File: src/rtl/parity_frame_pkg.sv
// Frame layout constants and the payload-to-frame encoder shared by the
// parity frame generator and its FIFO.
package parity_frame_pkg;

  localparam int MARKER_BIT     = 15;
  localparam int NARROW_PAR_BIT = 8;
  localparam int WIDE_PAR_BIT   = 0;
  localparam int NARROW_W       = 8;
  localparam int WIDE_W         = 14;

  typedef logic [15:0] frame_t;

  // Even parity over payload bits only; invert flips it for fault injection.
  function automatic frame_t calc_frame(input logic              wide,
                                        input logic [WIDE_W-1:0] payload,
                                        input logic              invert);
    frame_t f;
    f = '0;
    if (wide) begin
      f[MARKER_BIT]     = 1'b1;
      f[WIDE_W:1]       = payload;
      f[WIDE_PAR_BIT]   = (^payload) ^ invert;
    end else begin
      f[NARROW_W-1:0]   = payload[NARROW_W-1:0];
      f[NARROW_PAR_BIT] = (^payload[NARROW_W-1:0]) ^ invert;
    end
    return f;
  endfunction

endpackage

File: src/rtl/parity_frame_fifo.sv
// Show-ahead FIFO with registered storage; DEPTH must be a power of two.
// The head entry is visible on data_o whenever the FIFO is not empty.
module parity_frame_fifo
  import parity_frame_pkg::*;
#(
  parameter int DEPTH = 4
) (
  input  logic   clk,
  input  logic   rst_n,
  input  logic   push_i,
  input  logic   pop_i,
  input  frame_t data_i,
  output frame_t data_o,
  output logic   full_o,
  output logic   empty_o
);

  localparam int PW = (DEPTH > 1) ? $clog2(DEPTH) : 1;
  localparam int CW = $clog2(DEPTH) + 1;

  frame_t          mem_q [DEPTH];
  logic [PW-1:0]   wr_ptr_q, rd_ptr_q;
  logic [CW-1:0]   count_q, count_d;
  logic            do_push, do_pop;

  assign full_o  = (count_q == CW'(DEPTH));
  assign empty_o = (count_q == '0);
  assign do_push = push_i && !full_o;
  assign do_pop  = pop_i && !empty_o;

  // Empty FIFO shows zero so the output is defined straight out of reset.
  assign data_o  = empty_o ? '0 : mem_q[rd_ptr_q];

  always_comb begin
    // NOTE: default assignment first keeps this block free of inferred latches.
    count_d = count_q;
    case ({do_push, do_pop})
      2'b10:   count_d = count_q + CW'(1);
      2'b01:   count_d = count_q - CW'(1);
      default: count_d = count_q;
    endcase
  end

  // NOTE: sequential state uses non-blocking assignments so every flop sees pre-edge values.
  always_ff @(posedge clk or negedge rst_n) begin
    if (!rst_n) begin
      wr_ptr_q <= '0;
      rd_ptr_q <= '0;
      count_q  <= '0;
    end else begin
      count_q <= count_d;
      if (do_push) wr_ptr_q <= wr_ptr_q + PW'(1);
      if (do_pop)  rd_ptr_q <= rd_ptr_q + PW'(1);
    end
  end

  // NOTE: storage is not reset; the count gates visibility, so stale words are never observed.
  always_ff @(posedge clk) begin
    if (do_push) mem_q[wr_ptr_q] <= data_i;
  end

endmodule

File: src/rtl/parity_frame_generator.sv
// Appends even parity to 8/14-bit payloads, frames them and buffers them.
// Define PARITY_INJECT_EN to add inject_req/inj_cnt parity fault injection.
module parity_frame_generator
  import parity_frame_pkg::*;
#(
  parameter int DEPTH = 4,
  parameter int CNT_W = 16
) (
  input  logic              clk,
  input  logic              rst_n,
  input  logic              in_valid,
  output logic              in_ready,
  input  logic              in_wide,
  input  logic [WIDE_W-1:0] in_payload,
  output logic              out_valid,
  input  logic              out_ready,
  output frame_t            out_frame,
  output logic [CNT_W-1:0]  frame_cnt
`ifdef PARITY_INJECT_EN
  ,
  input  logic              inject_req,
  output logic [7:0]        inj_cnt
`endif
);

  logic   full, empty, push, pop, invert;
  frame_t enc_frame;
  logic [CNT_W-1:0] frame_cnt_q;

  assign in_ready  = !full;
  assign out_valid = !empty;
  assign push      = in_valid && in_ready;
  assign pop       = out_valid && out_ready;
  assign enc_frame = calc_frame(in_wide, in_payload, invert);
  assign frame_cnt = frame_cnt_q;

  parity_frame_fifo #(.DEPTH(DEPTH)) u_fifo (
    .clk     (clk),
    .rst_n   (rst_n),
    .push_i  (push),
    .pop_i   (pop),
    .data_i  (enc_frame),
    .data_o  (out_frame),
    .full_o  (full),
    .empty_o (empty)
  );

  always_ff @(posedge clk or negedge rst_n) begin
    if (!rst_n) frame_cnt_q <= '0;
    else if (pop) frame_cnt_q <= frame_cnt_q + CNT_W'(1);
  end

`ifdef PARITY_INJECT_EN
  logic       arm_q, arm_d;
  logic [7:0] inj_cnt_q, inj_cnt_d;

  // A pulse in the same cycle as an accept corrupts that very payload.
  assign invert  = arm_q || inject_req;
  assign inj_cnt = inj_cnt_q;

  always_comb begin
    arm_d     = arm_q;
    inj_cnt_d = inj_cnt_q;
    if (push && invert) begin
      arm_d = 1'b0;
      if (inj_cnt_q != 8'hFF) inj_cnt_d = inj_cnt_q + 8'd1;
    end else if (inject_req) begin
      arm_d = 1'b1;
    end
  end

  always_ff @(posedge clk or negedge rst_n) begin
    if (!rst_n) begin
      arm_q     <= 1'b0;
      inj_cnt_q <= '0;
    end else begin
      arm_q     <= arm_d;
      inj_cnt_q <= inj_cnt_d;
    end
  end
`else
  assign invert = 1'b0;
`endif

endmodule

File: config.mk
export PLATFORM = sky130hd
export DESIGN_NAME = parity_frame_generator
export DESIGN_NICKNAME = d
export VERILOG_FILES = /design/src/rtl/parity_frame_pkg.sv /design/src/rtl/parity_frame_fifo.sv /design/src/rtl/parity_frame_generator.sv
export SDC_FILE = /design/constraint.sdc
export NUM_CORES = 1
export LEC_CHECK = 0
export BUFFER_PORTS_ARGS = -buffer_cell sky130_fd_sc_hd__clkbuf_2
export CORE_MARGIN = 4
export CORE_UTILIZATION = 57
export DETAILED_ROUTE_END_ITERATION = 16
export PLACE_DENSITY = 0.83
export SYNTH_ARGS = -nofsm -noshare
export SYNTH_HDL_FRONTEND = slang
export SYNTH_SLANG_ARGS = --single-unit
File: constraint.sdc
create_clock -name clk -period 2.42 [get_ports clk]
set_input_delay 0.121 -clock clk [delete_from_list [all_inputs] [get_ports clk]]
set_output_delay 0.121 -clock clk [all_outputs]
set_load 0.02 [all_outputs]
# ---- Yosys cells after proc, flatten, opt, wreduce, memory -nomap -nowiden
# Memory sizes are Yosys's and may differ from the RTL's.
# Cells that the tools add are included.
dict set report word_totals {
  n_memories 1
  rom_bits 0
  reg_bits 23
  mem_bits_rw 64
  latch_bits 0
  input_bits 19
  elab_cells 29
}
# name depth word_bits read_ports rd_ports_with_merged_regs wr line
set memory_table {}
lappend memory_table {u_fifo.mem_q 4 16 1 0 1 parity_frame_fifo.sv:21} ;# frame_t mem_q [DEPTH];
dict set report classes {
  add_sub_neg 5
  n_shift 0
  reduce_logical 10
  n_eq_ne 3
  bitwise 0
  n_mul 0
  mux 6
  div 0
  magnitude_cmp 0
}
# op count
set ops {}
lappend ops {{$add A16 B1 Y16 const B} 1}
lappend ops {{$mux W16} 1}
lappend ops {{$reduce_xor A14 Y1} 1}
lappend ops {{$mux W9} 1}
lappend ops {{$reduce_xor A8 Y1} 1}
lappend ops {{$mux W7} 1}
lappend ops {{$pmux W3 S2} 1}
lappend ops {{$add A2 B1 Y2 const B} 2}
lappend ops {{$logic_and A1 B1 Y1} 4}
lappend ops {{$add A3 B1 Y3 const B} 1}
lappend ops {{$eq A3 B3 Y1 const B} 1}
lappend ops {{$logic_not A3 Y1} 1}
lappend ops {{$sub A3 B1 Y3 const B} 1}
lappend ops {{$eq A2 B1 Y1 const B} 1}
lappend ops {{$eq A2 B2 Y1 const B} 1}
lappend ops {{$logic_not A1 Y1} 2}
lappend ops {{$mux W1} 2}
lappend ops {{$reduce_bool A2 Y1} 1}

# ---- Depth between registers and ports, before layout
dict set report depth {
  ltp_word 6
  depth_mapped 10
}

# ---- Modules after synthesis
# A second synthesis with hierarchy kept.
dict set report hier_totals {
  hier_cells 234
  hier_area_um2 3921.3
}
# mod area_each_um2 cells_per_inst instances seq_area_each_um2
set by_module_without_submodules {}
lappend by_module_without_submodules {parity_frame_fifo 2955.3 139 1 2097.0}
lappend by_module_without_submodules {parity_frame_generator 965.9 95 1 400.4}

# ---- Worst setup path after synthesis
# Ideal clock, no wire load.
dict set report synth_path {
  path_kind {flip-flop to flip-flop}
  startpoint {reg u_fifo.count_q[0]}
  endpoint {reg u_fifo.count_q[2]}
  setup_ns 0.079
  period_less_slack_ns 2.119
  path_stages_with_launch 11
  t_arrival_ns 2.040
  setup_slack_ns 0.301
  cell_sequence {dfrtp_1 > inv_1 > nand3_1 > and2_1 > inv_1 > ha_1 > inv_1 > fa_1 > xor2_1 > nor2_1 > xor2_1}
}
dict set report synth_between {
  elab_chain_len 6
}
# item line
set synth_lines {}
lappend synth_lines {{start, declared} parity_frame_fifo.sv:23} ;# logic [CW-1:0] count_q, count_d;
lappend synth_lines {{start signal, assigned} parity_frame_fifo.sv:51} ;# count_q <= count_d;
lappend synth_lines {{$eq A3 B3 Y1 (*)} parity_frame_fifo.sv:26} ;# assign full_o = (count_q == CW'(DEPTH));
lappend synth_lines {{$logic_not A1 Y1 (*)} parity_frame_generator.sv:30} ;# assign in_ready = !full;
lappend synth_lines {{via in_ready} parity_frame_generator.sv:12} ;# output logic in_ready,
lappend synth_lines {{$logic_and A1 B1 Y1} parity_frame_generator.sv:32} ;# assign push = in_valid && in_ready;
lappend synth_lines {{$logic_and A1 B1 Y1 (*)} parity_frame_fifo.sv:28} ;# assign do_push = push_i && !full_o;
lappend synth_lines {{$eq A2 B1 Y1 or $eq A2 B2 Y1 (tied branches)} parity_frame_fifo.sv:37} ;# case ({do_push, do_pop})
lappend synth_lines {{$pmux W3 S2 or $reduce_bool A2 Y1 (tied branches)} --}
# The timed path passes the listed nets; every way through them passes the cells marked *.
# A chain may end at the register's enable or synchronous reset.

# ---- Final worst setup path
dict set report layout_path {
  startpoint {reg u_fifo.count_q[0]}
  endpoint {reg u_fifo.count_q[2]}
}
dict set report layout_between {
  elab_chain_len 6
}
# item line
set layout_lines {}
lappend layout_lines {{$eq A3 B3 Y1 or $logic_not A3 Y1 (tied branches)} {parity_frame_fifo.sv:26, parity_frame_fifo.sv:27}}
lappend layout_lines {{$logic_not A1 Y1 (on tied branches)} --}
lappend layout_lines {{$logic_and A1 B1 Y1 (on tied branches)} {parity_frame_generator.sv:32, parity_frame_generator.sv:33}}
lappend layout_lines {{$logic_and A1 B1 Y1 (on tied branches)} {parity_frame_fifo.sv:28, parity_frame_fifo.sv:29}}
lappend layout_lines {{$eq A2 B1 Y1 or $eq A2 B2 Y1 (tied branches)} parity_frame_fifo.sv:37}
lappend layout_lines {{$pmux W3 S2 or $reduce_bool A2 Y1 (tied branches)} --}
# Several ways; a longest one is shown, not always the timed one.

==> impl_metrics.ini <==
[grt]
grt_pass1_wl_um = 11000
grt.overflow.total = 0
grt_pass1_vias = 2218
grt_max_degree = 24
track_usage = 0.176
antenna_found_initial = 0

[clocking]
numCtsBuffers = 9
cts.repair.resized = 0
postCtsSetupRepairBufs = 0
clock_sinks = 87
clk_latency_ns = 0.35
cts_root_buf = clkbuf_8
cts_max_level = 3
cts_max_path_buffers = 2
clk_pin_slew_ns = 0.09
cts_hold_buf = 1
cts_tree = yes

[detailed_routing]
drt_iter0_drc = 50
num_vias = 2058
drtPass1Iterations = 6
wl_um = 6610
avgRoutedWirePerCell_um = 17.6
drc = 0
routed_via_density = 5.49
ant_nets = 0

[power]
ir_worst_vdd_mv = 0.570
p_leak_nw = 1.71
powerDensity_nw_per_um2 = 1160
power_mw = 5.10

[worst_hold_path]
hp-start = in_payload[3]
hold_path_class = in2reg

[critical_path]
cp-start-kind = register
slowest_stage = dfrtp_1
required_ns = 2.70
crit_chain = inv_1, nand3_1, and2_1, inv_1, ha_1, inv_1, fa_1, xor2_1, nor2_1, xor2_1
crit_path_frequent_cell = inv_1
crit_path_end_kind = register
r2r_start = u_fifo.count_q[0]
timing_worst_setup_path_type = reg2reg
critPathArrivalTime_ns = 2.38
critPathLaunch = u_fifo.count_q[0]
crit_path_max_fanout = 6
max_stage_delay_ns = 0.42

[timing]
setup-tns-final_ns = 0
fin_crit_ns = 2.10
rsz0062_at_grt = no
tightest_slew_ns = 0.571
fmax_ghz = 0.476
fin_ws_ns = 0.319
period_share = 0.868
final-hold-violation-count = 0
setup_viol = 0
slew_headroom = 0.619
skew_ns = 0.00974
final_max_slew_viol_count = 0

[placement]
portBuffers = 52
place_ws_ns = 0.350
placed_cells = 358
routabilityCongestion = 0.779
dpl.hpwl_um = 4440
placed_area_sq_um = 4180

[final_layout]
n_fill_cell = 442
fin_area_sq_um = 4380
area_growth_pct = 14.8
final_nets = 319
diodes = 0
drive_above_1_share = 0.359
final_cells = 375

[floorplan]
core_sq_um = 6420
die_w_um = 89.8
die-area_sq_um = 8070
rows = 29
pin_count = 53
die_h_um = 89.8
start_util = 0.594

[synthesis]
yosys.area.top_type_share = 0.503
synth_cell_types = 32
yosysSeqAreaShare = 0.654
async_reset_ff_frac = 0.264
synth.avg_cell_area_sq_um = 16.6
synth_ff_type = edfxtp_1
synthTopCellsByArea = edfxtp_1 50%, dfrtp_1 15%, mux4_2 9.4%
synth_most_common_cell = edfxtp_1
yosysWarnings = 0
synth_seq_cells = 87
syn_nets = 256
syn_inst = 230
synth_top_area_cell = edfxtp_1
syn_area_sq_um = 3820
synth_edf_count = 64
synth_common_cells = 64 x edfxtp_1, 27 x xnor2_1, 23 x and2_1, 23 x dfrtp_1, 16 x mux4_2

[outcome]
status = finished, final reports clean

[flow_run]
drv_cap = 0
[logic make-up after synthesis]
kind of cell	Yosys count	synth area share
flip-flops	87	0.654
AND/OR/NAND/NOR	58	0.0964
buffers and inverters	16	0.0213
adder cells (fa/ha/maj)	7	0.0249
AO/OA/AOI/OAI	3	0.00393
multiplexers	25	0.121
XOR/XNOR	34	0.0780
[stage by stage]
step / hold WS [ns] / utilization
after global placement: 0.134 / 0.650
after detailed placement: 0.139 / 0.650
after CTS: 0.150 / 0.682
after floorplan: -0.175 / -
after global routing: 0.159 / 0.682
final: 0.175 / 0.682
[report_power, final]
part	switching, mW	leakage [nW]	internal [mW]
Combinational	1.12	0.723	0.849
Sequential	0.165	0.885	1.97
Clock	0.508	0.0968	0.483
[placed cells by master (no fill, tap or decap), types with 4 or more instances in the layout]
cell type	n
xnor2_1	27
nand2_1	10
mux4_2	16
ha_1	6
and2_1	23
clkbuf_8	9
edfxtp_1	64
clkbuf_2	52
and3_1	4
dfrtp_1	23
mux2_2	6
xor2_1	7
inv_1	7
buf_4	7
[final cells by class]
type                            count  area (sq um)  area share
Sequential cell                    87          2500       0.570
Multi-Input combinational cell    127          1240       0.283
Timing Repair Buffer               60           323      0.0737
Clock buffer                       10           128      0.0291
Tap cell                           77          96.3      0.0220
Clock inverter                      6          68.8      0.0157
Inverter                            8          30.0     0.00685
[path summary, 6_finish.rpt]
path	to	slack [ns]	cells past startpoint
worst max-delay path	u_fifo.count_q[2]	0.32	10
worst min-delay path	u_fifo.mem_q[2][3]	0.17	2
worst max register to register	u_fifo.count_q[2]	0.32	10
worst min register to register	frame_cnt[15]	0.48	1
max in group asynchronous	frame_cnt[3]	1.73	2
min in group asynchronous	frame_cnt[15]	0.31	2
[layer usage]
layer  vias to the layer above  track usage  part of all wire
met2                        48        0.305              0.51
met3                         8       0.0451             0.049
met4                         0       0.0651             0.014
li1                        965            -                 -
met1                      1037        0.215              0.43
met5                         -            0                 0
[registers in the layout (all words and copies together), names as in the netlist]
register and cells:
u_fifo.wr_ptr_q 2, frame_cnt 16, u_fifo.rd_ptr_q 2, u_fifo.mem_q 64, u_fifo.count_q 3
[worst max-delay path, delay by kind of cell, from the launching register on]
kind | cells | cell delay (ns)
flip-flops | 1 | 0.42
AND/OR/NAND/NOR | 3 | 0.52
XOR/XNOR | 2 | 0.30
buffers and inverters | 3 | 0.25
adder cells (fa/ha/maj) | 2 | 0.55
(Power assumes the default switching activity.)
